**config.mk**
```make
export PLATFORM = sky130hd
export DESIGN_NAME = neuron_input_sequencer
export DESIGN_NICKNAME = d
export VERILOG_FILES = /design/src/rtl/micromind_pkg.sv /design/src/rtl/neuron_weight_rf.sv /design/src/rtl/neuron_input_sequencer.sv
export SDC_FILE = /design/constraint.sdc
export NUM_CORES = 1
export LEC_CHECK = 0
export BUFFER_PORTS_ARGS = -buffer_cell sky130_fd_sc_hd__buf_2
export CAP_MARGIN = 20
export CORE_MARGIN = 2
export CORE_UTILIZATION = 56
export CTS_CLUSTER_DIAMETER = 150
export DETAILED_ROUTE_END_ITERATION = 7
export PLACE_DENSITY = 0.79
export RECOVER_POWER = 50
export SYNTH_ARGS = -nofsm -noshare
export SYNTH_HDL_FRONTEND = slang
export SYNTH_HIERARCHICAL = 1
export SYNTH_SLANG_ARGS = --single-unit
```
**constraint.sdc**
```tcl
create_clock -name clk -period 6.8 [get_ports clk]
set_input_delay 1.36 -clock clk [delete_from_list [all_inputs] [get_ports clk]]
set_output_delay 1.36 -clock clk [all_outputs]
set_load 0.1 [all_outputs]
```
**src/rtl/micromind_pkg.sv**
```systemverilog
// Shared definitions for the micromind neuron pipeline: data format and
// the sequencer FSM encoding.
package micromind_pkg;

  localparam int DATA_W    = 8;
  localparam int FRAC_BITS = DATA_W - 1;

  typedef enum logic {
    LOAD  = 1'b0,
    ISSUE = 1'b1
  } seq_state_t;

  typedef logic signed [DATA_W-1:0] sample_t;

endpackage

```
**src/rtl/neuron_weight_rf.sv**
```systemverilog
// Weight register file for one neuron: one synchronous write port, one
// combinational read port, asynchronous clear.
module neuron_weight_rf #(
  parameter int N      = 8,
  parameter int DATA_W = 8,
  parameter int IDX_W  = 3
) (
  input  logic              clk,
  input  logic              reset,
  input  logic              we,
  input  logic [IDX_W-1:0]  wr_addr,
  input  logic [DATA_W-1:0] wr_data,
  input  logic [IDX_W-1:0]  rd_addr,
  output logic [DATA_W-1:0] rd_data
);

  logic [N-1:0][DATA_W-1:0] mem;

  // Addresses at or beyond N match no entry, so they are silently dropped.
  always_ff @(posedge clk or negedge reset) begin
    if (!reset) begin
      mem <= '0;
    end else begin
      for (int i = 0; i < N; i++)
        if (we && (wr_addr == IDX_W'(i))) mem[i] <= wr_data;
    end
  end

  always_comb begin
    rd_data = '0;
    for (int i = 0; i < N; i++)
      if (rd_addr == IDX_W'(i)) rd_data = mem[i];
  end

endmodule

```
**src/rtl/neuron_input_sequencer.sv**
```systemverilog
// Buffers one frame of N_INPUTS samples, then streams (sample, weight)
// pairs with index and last flag into the neuron MAC port.
module neuron_input_sequencer #(
  parameter int N_INPUTS = 8,
  parameter int DATA_W   = micromind_pkg::DATA_W,
  parameter int IDX_W    = 3
) (
  input  logic              clk,
  input  logic              reset,
  input  logic              in_valid,
  output logic              in_ready,
  input  logic [DATA_W-1:0] in_data,
  input  logic              w_we,
  input  logic [IDX_W-1:0]  w_addr,
  input  logic [DATA_W-1:0] w_data,
  output logic              out_valid,
  input  logic              out_ready,
  output logic [DATA_W-1:0] out_x,
  output logic [DATA_W-1:0] out_w,
  output logic [IDX_W-1:0]  out_idx,
  output logic              out_last,
  output logic [7:0]        frame_cnt
);
  import micromind_pkg::*;

  localparam logic [IDX_W-1:0] LAST_IDX = IDX_W'(N_INPUTS - 1);

  seq_state_t                   state, state_nx;
  logic                         live;
  logic [IDX_W-1:0]             load_idx;
  logic [N_INPUTS-1:0][DATA_W-1:0] sbuf;
  logic [IDX_W-1:0]             next_idx;
  logic [IDX_W-1:0]             rd_addr;
  logic [DATA_W-1:0]            rd_w;
  logic                         load_hs, load_done, issue_hs, last_acc;

  // live holds in_ready low until the first edge after reset release.
  assign in_ready  = live & (state == LOAD);
  assign load_hs   = in_valid & in_ready;
  assign load_done = load_hs & (load_idx == LAST_IDX);
  assign issue_hs  = out_valid & out_ready;
  assign out_last  = out_valid & (out_idx == LAST_IDX);
  assign last_acc  = issue_hs & out_last;
  assign next_idx  = out_idx + IDX_W'(1);
  assign rd_addr   = (state == ISSUE) ? next_idx : '0;

  neuron_weight_rf #(
    .N      (N_INPUTS),
    .DATA_W (DATA_W),
    .IDX_W  (IDX_W)
  ) u_wrf (
    .clk     (clk),
    .reset   (reset),
    .we      (w_we),
    .wr_addr (w_addr),
    .wr_data (w_data),
    .rd_addr (rd_addr),
    .rd_data (rd_w)
  );

  always_ff @(posedge clk or negedge reset) begin
    if (!reset) state <= LOAD;
    else        state <= state_nx;
  end

  always_comb begin
    state_nx = state;
    case (state)
      LOAD:    if (load_done) state_nx = ISSUE;
      ISSUE:   if (last_acc)  state_nx = LOAD;
      default: state_nx = LOAD;
    endcase
  end

  always_ff @(posedge clk or negedge reset) begin
    if (!reset) begin
      live     <= 1'b0;
      load_idx <= '0;
      sbuf     <= '0;
    end else begin
      live <= 1'b1;
      if (load_hs) begin
        sbuf[load_idx] <= in_data;
        load_idx       <= load_done ? '0 : load_idx + IDX_W'(1);
      end
    end
  end

  // Pair registers capture the RF read before this edge's write lands,
  // which gives read-before-write on the presented weight.
  always_ff @(posedge clk or negedge reset) begin
    if (!reset) begin
      out_valid <= 1'b0;
      out_x     <= '0;
      out_w     <= '0;
      out_idx   <= '0;
      frame_cnt <= '0;
    end else if (load_done) begin
      out_valid <= 1'b1;
      out_idx   <= '0;
      out_x     <= sbuf[0];
      out_w     <= rd_w;
    end else if (issue_hs) begin
      if (out_last) begin
        out_valid <= 1'b0;
        out_idx   <= '0;
        out_x     <= '0;
        out_w     <= '0;
        frame_cnt <= frame_cnt + 8'd1;
      end else begin
        out_idx <= next_idx;
        out_x   <= sbuf[next_idx];
        out_w   <= rd_w;
      end
    end
  end

endmodule

```
# Word level (Yosys, flattened, before mapping)
# Index checks and enable logic that the tools add are counted.
# Widths: inputs -> output; s select.
dict set report totals {
  reg_bits 161
  latch_bits 0
  ramBits 0
  mem_bits_ro 0
  inputBits 24
  out_inout_bits 30
  wordCells 99
  mem_count 0
}
dict set report classes {
  add_sub_neg 3
  n_mul 0
  n_div 0
  magnitude_cmp 3
  eq_ne 16
  shift 0
  mux 30
  n_bitwise 8
  n_reduce_logical 15
}
# op n
set op_table {}
lappend op_table {{$mux 8} 16}
lappend op_table {{$bwmux 64} 1}
lappend op_table {{$eq 3x3->1 const B} 10}
lappend op_table {{$bmux 8 s3} 1}
lappend op_table {{$demux 8 s3} 1}
lappend op_table {{$mux 3} 5}
lappend op_table {{$eq 3x2->1 const B} 4}
lappend op_table {{$logic_and 1x1->1} 9}
lappend op_table {{$add 8x1->8 const B} 1}
lappend op_table {{$lt 3x4->1 const B} 2}
lappend op_table {{$add 3x1->3 const B} 2}
lappend op_table {{$and 1x1->1} 6}
lappend op_table {{$eq 3x1->1 const B} 2}
lappend op_table {{$logic_not 3->1} 2}
lappend op_table {{$mux 1} 5}
lappend op_table {{$reduce_bool 2->1} 2}
lappend op_table {{$ge 3x1->1 const B} 1}
lappend op_table {{$reduce_and 3->1} 1}
lappend op_table {{$not 1->1} 2}
lappend op_table {{$pmux 1 s2} 1}
lappend op_table {{$reduce_and 2->1} 1}

# Logic depth before layout (Yosys ltp)
# Gate-level depths: netlist (run 1).
dict set report depth {
  ltp_word 14
  depth_mapped 9
  ltp_nobuf 7
}

# Modules after synthesis
# Netlist (run 1), hierarchy kept.
# mod n_inst cells_per_inst area_each_um2
set modules_own_cells {}
lappend modules_own_cells {neuron_input_sequencer 1 294 4349.2}
lappend modules_own_cells {neuron_weight_rf 1 192 3002.9}

# Worst setup path after synthesis (run 1)
# OpenSTA, ideal clock, no wires.
dict set report synth_timing {
  kind {reg2out}
  start {register out_idx[1]}
  end {output out_last}
  arrival_ps 2320
  required_time_ps 5440
  slack_ps 3120
  path_stages_with_launch 5
  path_buffers 1
  cell_sequence {dfrtp_1 -> ha_1 -> ha_1 -> clkbuf_2 -> and2_1}
}
dict set report synth_via {
  elab_chain_cells 2
}
# item line
set synth_lines {}
lappend synth_lines {{from (decl)} neuron_input_sequencer.sv:20} ;# output logic [IDX_W-1:0] out_idx,
lappend synth_lines {{from (signal assigned)} neuron_input_sequencer.sv:111} ;# out_idx <= next_idx;
lappend synth_lines {{$eq 3x3->1} neuron_input_sequencer.sv:42} ;# assign out_last = out_valid & (out_idx == LAST_IDX);
lappend synth_lines {{$and 1x1->1} neuron_input_sequencer.sv:42}
lappend synth_lines {{to (decl)} neuron_input_sequencer.sv:21} ;# output logic out_last,
# Every way passes these cells.

# Final worst setup path (run 1)
# Ends and elaborated chain as after synthesis.

==> flow_summary_export.csv, run 1 <==
group,metric,value,unit
critical_path,critPathCaptureType,"output port",
global_routing,grt_max_degree,85,
detailed_routing,detail-route-antenna-nets,0,
critical_path,critical_path.cell_chain,"ha_1, ha_1, and2_1, buf_2",
timing,timing.clock.skew,0.00782,ns
synthesis,postSynthCellCount,486,
floorplan,die_area,14100,µm²
power,worst_ir_drop_vdd,0.215,mV
clocking,cts_tree,"yes",
clocking,ctsHtreeMaxLevel,4,
critical_path,slowest_cp_cell,"ha_1",
timing,max_freq,296,MHz
timing,final_cycle_share,0.496,
synthesis,postSynthRegisterBits,161,
global_routing,first_global_vias,4650,
global_routing,grt_antenna_before_repair,0,
global_routing,globalRouteOverflowTotal,0,
global_routing,grtUsageMet2,0.367,
clocking,insertion_delay,0.42,ns
clocking,cts-root-to-sink-buffers,2,
synthesis,warning_count_from_the_yosys_run,6,
placement,dpl.hpwl,9.68,mm
timing,finalHoldViolCount,0,
placement,final_estimated_routing_congestion_in_global_placement,0.756,
clocking,cts-buffers-inserted,17,
final_layout,layout.nets,571,
detailed_routing,firstDrtPassIters,4,
critical_path,timing.critical_path.required,5.44,ns
critical_path,critical_path_arrival,2.02,ns
critical_path,timing.critical_path.slowest_cell_delay,0.45,ns
clocking,clock-sinks,161,
floorplan,fp.coreArea,12700,µm²
timing,finalWorstPathRequiredPeriod,3.38,ns
hold_path,worst_hold_path_type,"flop to flop",
clocking,post_cts_hold_buffer_count,0,
final_layout,areaGrowthSynthToFinish,14.3,%
synthesis,async_flop_share,1.00,
critical_path,timing.critical_path.mode_cell,"ha_1",
power,power.leakage,0.00379,µW
global_routing,grtUsageMet1,0.313,
detailed_routing,viasPerCell,6.06,
critical_path,timing.critical_path.max_delay_family,"adder cells",
synthesis,main_flop_type_after_synthesis,"dfrtp_1",
detailed_routing,routed_wl,15.4,mm
synthesis,synth_fp_nets,515,
final_layout,antenna_cells_inserted,0,
critical_path,critPathLaunchType,"flop",
detailed_routing,route.detailed.wl_per_inst,21.2,µm
floorplan,floorplan.io_pins,54,
global_routing,grt-busiest-layer,"met2",
timing,timing_worst_slew_pin_value,1.03,ns
critical_path,worst-setup-path-type,"flop to output port",
timing,maxSlewHeadroom,0.314,
final_layout,drive_above_1_share,0.467,
detailed_routing,drc,0,
clocking,cts_post_setup_buffers_inserted,0,
final_layout,filler_cell_count,952,
synthesis,synth.avg_cell_area,15.1,µm²
timing,rsz0062_at_grt,"false",
synthesis,post_synth_instance_area,7350,µm²
timing,holdWs,0.470,ns
floorplan,chipWidth,119,µm
floorplan,dieHeight,119,µm
timing,setup_viol,0,
clocking,clk_slew_on_worst_s_h_paths,0.06,ns
clocking,post_cts_resized,0,
timing,fin_tns_setup,0,ns
clocking,root_buffer,"clkbuf_16",
critical_path,path_buf_inv,1,
synthesis,ys_seq_area_frac,0.548,
floorplan,std_cell_rows,41,
global_routing,grtUsageTotal,0.231,
timing,report.final.slew_viol_count,0,
status,result_of_the_run,"completed",
synthesis,synth_enable_flop_cells,0,
job,max_cap_violations,0,
placement,io_buffers,53,
detailed_routing,vias,4409,
global_routing,grt_util_met3,0.0526,
floorplan,initial_core_util,0.578,
critical_path,critical_path.max_fanout,8,
power,power_per_cell_area,473,nW/µm²
final_layout,post-route-util,0.661,
synthesis,synth_cell_types,50,
global_routing,wire_length_of_the_first_global_routing_pass,24.9,mm
detailed_routing,initialDrtViolationCount,321,
==> report_power, final <==
group          internal (µW)  total (µW)  switching (µW)
clock                    668        1030             367
combinational            618        1460             841
sequential              1280        1480             202
total                   2560        3970            1410
==> metrics by stage <==
step | cell area, µm² | power, µW | worst slack, ns | std cells
6_report | 8400 | 3970 | 3.42 | 727
5_1_grt | 8400 | 4150 | 3.33 | 727
2_1_floorplan | 7350 | 2650 | 3.12 | 486
4_1_cts | 8380 | 3990 | 3.42 | 726
3_3_place_gp | 7740 | 2880 | 3.58 | 694
3_5_place_dp | 7740 | 2940 | 3.55 | 694
==> logic make-up after synthesis <==
logic type | after synthesis | synth area share
muxes | 165 | 0.302
DFF | 161 | 0.548
and+or+nand+nor | 92 | 0.0814
AOI/OAI and AO/OA | 32 | 0.0323
buffers and inverters | 23 | 0.0185
xor gates and xnor gates | 7 | 0.00834
adders and majority gates | 5 | 0.00851
other | 1 | 0.000510
==> layout by cell type, fill, tap and decap left out, types with 3 or more instances in the layout <==
master / count
nand4b_1: 3
mux4_1: 5
dfrtp_1: 161
nor2_1: 8
clkbuf_1: 5
ha_1: 5
nor3b_1: 3
and2_1: 3
a22o_1: 9
clkbuf_16: 17
a21o_1: 3
mux4_2: 26
buf_2: 50
nand2_1: 27
clkinv_2: 5
a21oi_1: 5
bufinv_16: 5
xnor2_1: 5
nor3b_4: 4
a22oi_1: 8
nor3_1: 3
nand3_1: 21
mux2_2: 132
==> sequential cells by signal, indices dropped and copies added, names as in the netlist <==
register	flops
load_idx	3
out_w	8
out_idx	3
state	1
out_valid	1
sbuf	64
out_x	8
frame_cnt	8
u_wrf/mem	64
live	1
==> worst paths after layout <==
path | endpoint | startpoint | slack [ns] | cells past startpoint
setup reg to reg | out_w[3] | out_idx[1] | 3.56 | 5
setup / recovery | out_last | out_idx[1] | 3.42 | 4
hold reg to reg | frame_cnt[7] | frame_cnt[7] | 0.47 | 1
max in group asynchronous | sbuf[61] | reset | 4.57 | 3
min in group asynchronous | frame_cnt[5] | reset | 0.98 | 1
hold / removal | frame_cnt[7] | frame_cnt[7] | 0.47 | 1
==> routing by layer <==
layer  vias to the layer above  wire, µm
met3                        25       747
met4                         0       256
li1                       1932         -
met1                      2319      6800
met5                         -         0
met2                       133      7580
==> cell type report <==
class / count / area (µm²) / area share
Multi-Input combinational cell: 302 / 3190 / 0.379
Timing Repair Buffer: 57 / 315 / 0.0375
Inverter: 3 / 11.3 / 0.00134
Clock inverter: 11 / 184 / 0.0219
Sequential cell: 161 / 4030 / 0.479
Clock buffer: 21 / 460 / 0.0548
Tap cell: 172 / 215 / 0.0256
==> synthesized netlist by cell type (2+ instances only) <==
master | n | area (µm²)
mux2i_1 | 2 | 20.0
a21oi_1 | 5 | 25.0
nor2_1 | 8 | 30.0
a21o_1 | 3 | 22.5
buf_4 | 3 | 22.5
nand4b_1 | 3 | 26.3
and2_1 | 3 | 18.8
dfrtp_1 | 161 | 4030
buf_6 | 4 | 45.0
buf_2 | 6 | 30.0
nand2b_1 | 2 | 12.5
nand3_1 | 21 | 105
clkbuf_1 | 6 | 22.5
a22o_1 | 9 | 78.8
xnor2_1 | 5 | 43.8
mux2_2 | 132 | 1490
o21ai_0 | 2 | 10.0
nand3b_2 | 2 | 22.5
nor3_1 | 3 | 15.0
nor3b_4 | 4 | 75.1
inv_1 | 2 | 7.51
xor2_1 | 2 | 17.5
nor3b_1 | 3 | 22.5
mux4_2 | 26 | 586
mux4_1 | 5 | 131
a22oi_1 | 8 | 60.1
nand2_1 | 27 | 101
nand4_1 | 2 | 12.5
nor3_2 | 2 | 20.0
ha_1 | 5 | 62.6
(Power assumes the default switching activity.)
==> run 2, diff against run 1 <==
--- a/config.mk
+++ b/config.mk
@@ -5,6 +5,7 @@
 export SDC_FILE = /design/constraint.sdc
 export NUM_CORES = 1
 export LEC_CHECK = 0
+export ABC_AREA = 1
 export BUFFER_PORTS_ARGS = -buffer_cell sky130_fd_sc_hd__buf_2
 export CAP_MARGIN = 20
 export CORE_MARGIN = 2
==> constraint.sdc (replaced) <==
create_clock -name clk -period 3.26 [get_ports clk]
set_input_delay 0.652 -clock clk [delete_from_list [all_inputs] [get_ports clk]]
set_output_delay 0.652 -clock clk [all_outputs]
set_load 0.1 [all_outputs]
==> flow_summary_export.csv, run 2 <==
group,metric,value,unit
status,result_of_the_run,"finished with violations",
status,violations,"capacitance limit, slew limit",
clocking,ctsHtreeMaxLevel,4,
timing,maxSlewHeadroom,-0.178,
floorplan,chipWidth,121,µm
critical_path,critical_path_arrival,3.03,ns
critical_path,critical_path.cell_chain,"ha_1, ha_1, nand2_1, inv_1, inv_2, nor3_2, nand2_1, nand4_1, nand2_1, nand2_1",
detailed_routing,vias,6545,
floorplan,dieHeight,121,µm
final_layout,drive_above_1_share,0.104,
critical_path,critPathCaptureType,"flop",
placement,dpl.hpwl,11.6,mm
clocking,cts-root-to-sink-buffers,2,
clocking,post_cts_hold_buffer_count,0,
hold_path,timing.hold.worst.start,"in_data[3]",
timing,timing_worst_slew_pin_value,1.77,ns
synthesis,warning_count_from_the_yosys_run,6,
synthesis,synth.avg_cell_area,7.98,µm²
timing,rsz0062_at_grt,"false",
critical_path,rrSetupSlack,0.59,ns
timing,setup_viol,0,
global_routing,grt_antenna_before_repair,0,
clocking,clk_slew_on_worst_s_h_paths,0.06,ns
floorplan,floorplan.io_pins,54,
critical_path,critical_path.max_fanout,32,
final_layout,antenna_cells_inserted,0,
power,seq_power_share,0.500,
critical_path,timing.critical_path.mode_cell,"nand2_1",
synthesis,netlist.area_leader.share,0.529,
global_routing,globalRouteOverflowTotal,0,
final_layout,layout.cells.most_common,"nand2_1",
timing,max_freq,374,MHz
power,p_int,3430,µW
critical_path,worst_r2r_endpoint,"out_w[4]",
detailed_routing,initialDrtViolationCount,811,
detailed_routing,route.detailed.wl_per_inst,15.2,µm
final_layout,post-route-util,0.640,
global_routing,grtUsageTotal,0.263,
global_routing,first_global_vias,6092,
timing,finalWorstPathRequiredPeriod,2.67,ns
final_layout,final_design_area_no_fill,8480,µm²
detailed_routing,viasPerCell,5.54,
critical_path,slowest_cp_cell,"ha_1",
synthesis,post-synth-top-area-cell,"dfrtp_1",
global_routing,wire_length_of_the_first_global_routing_pass,30.0,mm
synthesis,synth_commonest_cells,"nand2_1 (329), dfrtp_1 (161), inv_1 (104)",
power,power.leakage,0.00426,µW
synthesis,synth_cell_types,30,
clocking,cts_post_setup_buffers_inserted,0,
power,power_per_cell_area,528,nW/µm²
synthesis,yosysMostFrequentCell,"nand2_1",
synthesis,postSynthRegisterBits,161,
synthesis,async_flop_share,1.00,
final_layout,filler_cell_count,1099,
power,power_frac_clock,0.436,
placement,final_estimated_routing_congestion_in_global_placement,0.850,
placement,io_buffers,53,
clocking,cts_tree,"yes",
synthesis,ys_seq_area_frac,0.529,
timing,timing.clock.skew,0.00567,ns
hold_path,timing.hold.worst_path_depth,3,
clocking,cts-buffers-inserted,17,
final_layout,seqCellArea,4030,µm²
synthesis,postSynthCellCount,955,
floorplan,die_area,14600,µm²
final_layout,multiInputGateArea,2930,µm²
clocking,clock-sinks,161,
critical_path,timing.critical_path.required,3.62,ns
placement,place_area,7950,µm²
critical_path,crit-reg2reg-launch,"out_idx[1]",
final_layout,biggestRegsByFlops,"sbuf x64, u_wrf/mem x64",
detailed_routing,routed_wl,17.9,mm
final_layout,layout.nets,1022,
detailed_routing,drc,0,
synthesis,synth_fp_nets,984,
hold_path,worst_hold_path_type,"primary input to flop",
hold_path,worstHoldEndpoint,"sbuf[59]",
detailed_routing,firstDrtPassIters,5,
clocking,post_cts_resized,0,
critical_path,critPathLaunchType,"flop",
power,design_power_total,4480,µW
final_layout,final_cell_mix,"nand2_1 (330), dfrtp_1 (161), inv_1 (105)",
clocking,insertion_delay,0.43,ns
power,sw_frac_of_total,0.234,
floorplan,initial_core_util,0.575,
final_layout,areaGrowthSynthToFinish,11.3,%
timing,fin_tns_setup,0,ns
floorplan,std_cell_rows,42,
power,power_switching,1050,µW
detailed_routing,detail-route-antenna-nets,0,
power,power_frac_comb,0.064,
global_routing,grt_max_degree,74,
synthesis,post_synth_instance_area,7620,µm²
critical_path,timing.critical_path.slowest_cell_delay,0.56,ns
synthesis,synth_enable_flop_cells,0,
timing,report.final.slew_viol_count,91,
floorplan,fp.coreArea,13200,µm²
power,worst_ir_drop_vdd,0.401,mV
timing,finalHoldViolCount,0,
critical_path,timing.reg2reg.worst_path_depth,10,
synthesis,synth.area.top_cells,"dfrtp_1 (53%), nand2_1 (16%), inv_1 (5.1%)",
clocking,root_buffer,"clkbuf_16",
job,max_cap_violations,2,
critical_path,worst-setup-path-type,"flop to flop",
synthesis,main_flop_type_after_synthesis,"dfrtp_1",
timing,final_cycle_share,0.819,
run 2: cell count changes after synthesis, moves of 28 or more:
cell and change:
nand3_1 +54, mux2_2 -132, o21ai_0 +74, o21ai_1 +50, nand2_1 +302, nor2_1 +28
nand4_1 +31, inv_1 +102
run 2: logic make-up after synthesis:
kind of cell	Yosys count	synth area share
AOI/OAI and AO/OA	140	0.0931
and+or+nand+nor	494	0.282
buffers and inverters	150	0.0828
other	1	0.000492
DFF	161	0.529
adders and majority gates	5	0.00821
xor gates and xnor gates	4	0.00460
run 2: cell type report:
| cell class | instances | share of cell area |
|---|---|---|
| Tap cell | 176 | 0.0260 |
| Clock buffer | 22 | 0.0559 |
| Timing Repair Buffer | 58 | 0.0351 |
| Multi-Input combinational cell | 644 | 0.346 |
| Clock inverter | 10 | 0.0128 |
| Inverter | 111 | 0.0491 |
| Sequential cell | 161 | 0.475 |
run 2: worst max path at each step:
stage | slack [ns] | to | cells after the start | start
floorplan | 0.51 | out_last | 4 | out_idx[1]
global placement | 0.78 | out_w[5] | 10 | out_idx[0]
detailed placement | 0.73 | out_w[1] | 10 | out_idx[1]
CTS | 0.64 | out_w[5] | 10 | out_idx[1]
global route | 0.32 | u_wrf/mem[58] | 2 | reset
finish | 0.59 | out_w[4] | 10 | out_idx[1]
run 2: metrics by stage:
stage,worst slack [ns],cells,hold slack [ns]
4_1_cts,0.645,1182,0.261
3_3_place_gp,0.775,1150,0.452
6_report,0.589,1182,0.455
2_1_floorplan,0.513,955,0.356
3_5_place_dp,0.732,1150,0.456
5_1_grt,0.316,1182,0.459
run 2: power by group through the flow:
stage	combinational (µW)	sequential, µW	clock (µW)
after CTS	294	2240	1970
after floorplan	181	2240	0
final	288	2240	1950
after global placement	281	2270	0
after global routing	341	2260	2050
after detailed placement	292	2270	0
run 2: per-layer routing:
metal | wire length (µm) | vias up | global-route usage | share of wire
met5 | 0 | - | 0 | 0
met4 | 328 | 0 | 0.0894 | 0.018
met3 | 1050 | 29 | 0.0557 | 0.059
met2 | 8180 | 247 | 0.400 | 0.46
met1 | 8380 | 3137 | 0.377 | 0.47
li1 | - | 3132 | - | -
run 2: critical path: cells and delay by family (launching register included):
kind	cells	cell delay (ns)
simple gates	6	1.03
flops	1	0.41
buf+inv	2	0.40
fa+ha+maj	2	0.75
==> run 3, diff against run 2 <==
--- a/config.mk
+++ b/config.mk
@@ -5,7 +5,7 @@
 export SDC_FILE = /design/constraint.sdc
 export NUM_CORES = 1
 export LEC_CHECK = 0
-export ABC_AREA = 1
+export ABC_AREA = 0
 export BUFFER_PORTS_ARGS = -buffer_cell sky130_fd_sc_hd__buf_2
 export CAP_MARGIN = 20
 export CORE_MARGIN = 2
==> constraint.sdc (replaced) <==
create_clock -name clk -period 2.5 [get_ports clk]
set_input_delay 0.5 -clock clk [delete_from_list [all_inputs] [get_ports clk]]
set_output_delay 0.5 -clock clk [all_outputs]
set_load 0.1 [all_outputs]
==> flow_summary_export.csv, run 3 (synthesized netlist as in run 1, its figures left out) <==
group,metric,value,unit
final_layout,final_cell_mix,"dfrtp_1 (158), mux2_2 (132), buf_2 (51)",
power,power_per_cell_area,1270,nW/µm²
clocking,cts-root-to-sink-buffers,2,
detailed_routing,routed_wl,15.7,mm
critical_path,crit-reg2reg-launch,"out_idx[1]",
status,violations,"capacitance limit, slew limit",
clocking,ctsHtreeMaxLevel,4,
floorplan,chipWidth,119,µm
final_layout,multiInputGateArea,3200,µm²
floorplan,fp.coreArea,12700,µm²
detailed_routing,firstDrtPassIters,4,
timing,timing_worst_slew_pin_value,1.79,ns
timing,report.final.slew_viol_count,74,
final_layout,filler_cell_count,915,
status,result_of_the_run,"finished with violations",
detailed_routing,viasPerCell,6.00,
timing,holdWs,0.408,ns
final_layout,layout.nets,590,
global_routing,grt_max_degree,74,
floorplan,dieHeight,119,µm
timing,setup_ws,0.191,ns
clocking,post_cts_resized,0,
hold_path,timing.hold.worst.start,"in_data[5]",
timing,timing.clock.skew,0.00567,ns
placement,dpl.hpwl,10.2,mm
critical_path,worst-setup-path-type,"flop to output port",
timing,finalHoldViolCount,0,
timing,maxSlewHeadroom,-0.196,
final_layout,final-instance-count-excl-fill,745,
detailed_routing,drc,0,
final_layout,drive_above_1_share,0.494,
global_routing,first_global_vias,4913,
floorplan,floorplan.io_pins,54,
global_routing,globalRouteOverflowTotal,0,
critical_path,timing.critical_path.slowest_cell_delay,0.42,ns
placement,io_buffers,53,
placement,numPlacedInstances,714,
detailed_routing,route.detailed.wl_per_inst,21.1,µm
critical_path,slowest_cp_cell,"dfrtp_4",
final_layout,seqCellArea,4040,µm²
final_layout,antenna_cells_inserted,0,
global_routing,grtUsageTotal,0.244,
critical_path,timing.critical_path.required,2.00,ns
critical_path,critical_path_arrival,1.81,ns
timing,final_cycle_share,0.923,
floorplan,initial_core_util,0.578,
final_layout,biggestRegsByFlops,"sbuf x64, u_wrf/mem x64",
clocking,cts-buffers-inserted,17,
clocking,root_buffer,"clkbuf_16",
power,power.leakage,0.00383,µW
critical_path,critPathLaunchType,"flop",
timing,finalWorstPathRequiredPeriod,2.31,ns
job,max_cap_violations,1,
critical_path,critical_path.max_fanout,8,
detailed_routing,initialDrtViolationCount,335,
clocking,cts_post_setup_buffers_inserted,0,
final_layout,layout.cells.most_common,"dfrtp_1",
critical_path,critPathCaptureType,"output port",
floorplan,die_area,14100,µm²
global_routing,grt_antenna_before_repair,0,
final_layout,post-route-util,0.669,
timing,rsz0062_at_grt,"false",
placement,final_estimated_routing_congestion_in_global_placement,0.787,
clocking,cts_tree,"yes",
clocking,clock-sinks,161,
critical_path,crit_start,"out_idx[0]",
floorplan,std_cell_rows,41,
detailed_routing,vias,4469,
clocking,insertion_delay,0.42,ns
hold_path,worst_hold_path_type,"primary input to flop",
critical_path,critical_path.cell_chain,"ha_2, ha_4, and2_1, buf_2",
detailed_routing,detail-route-antenna-nets,0,
placement,dp_worst_setup_slack,0.217,ns
global_routing,wire_length_of_the_first_global_routing_pass,26.1,mm
timing,setup_viol,0,
clocking,post_cts_hold_buffer_count,0,
power,worst_ir_drop_vdd,0.680,mV
timing,max_freq,433,MHz
clocking,clk_slew_on_worst_s_h_paths,0.06,ns
final_layout,areaGrowthSynthToFinish,15.7,%
## run 3: power breakdown
| group | switching (µW) | internal [µW] |
|---|---|---|
| logic | 2320 | 1780 |
| clock network | 1000 | 1620 |
| registers | 550 | 3480 |
| total | 3880 | 6890 |
## run 3: metrics by stage
step	instance area (µm²)	setup TNS (ns)	power [µW]
2_1_floorplan	7380	-0.0168	7240
3_3_place_gp	7940	0	7960
3_5_place_dp	7940	0	8140
4_1_cts	8550	0	10800
5_1_grt	8510	0	11300
6_report	8510	0	10800
## run 3: cell type report
class	count	share of cell area
repair buffers	76	0.0506
flip-flops and latches	161	0.475
well taps	172	0.0253
clock inverters	8	0.0119
clock buffers	23	0.0597
inverters	3	0.00132
multi-input cells	302	0.377
## run 3: per-layer routing
layer / GRT usage / share of wire
met2: 0.374 / 0.48
met4: 0.0915 / 0.020
met1: 0.345 / 0.45
met5: 0 / 0
met3: 0.0516 / 0.044
## run 3: path summary, 6_finish.rpt
kind	endpoint	slack, ns	cells after the start
max	out_last	0.19	4
min	sbuf[37]	0.41	2
max reg2reg	out_x[6]	0.19	6
min reg2reg	frame_cnt[7]	0.49	1
max in group asynchronous	sbuf[34]	0.49	2
min in group asynchronous	frame_cnt[4]	0.56	1
## run 3: critical path: cells and delay by family (launching register included)
kind / cells / cell delay (ns)
flops: 1 / 0.42
fa+ha+maj: 2 / 0.41
buf+inv: 1 / 0.41
simple gates: 1 / 0.14
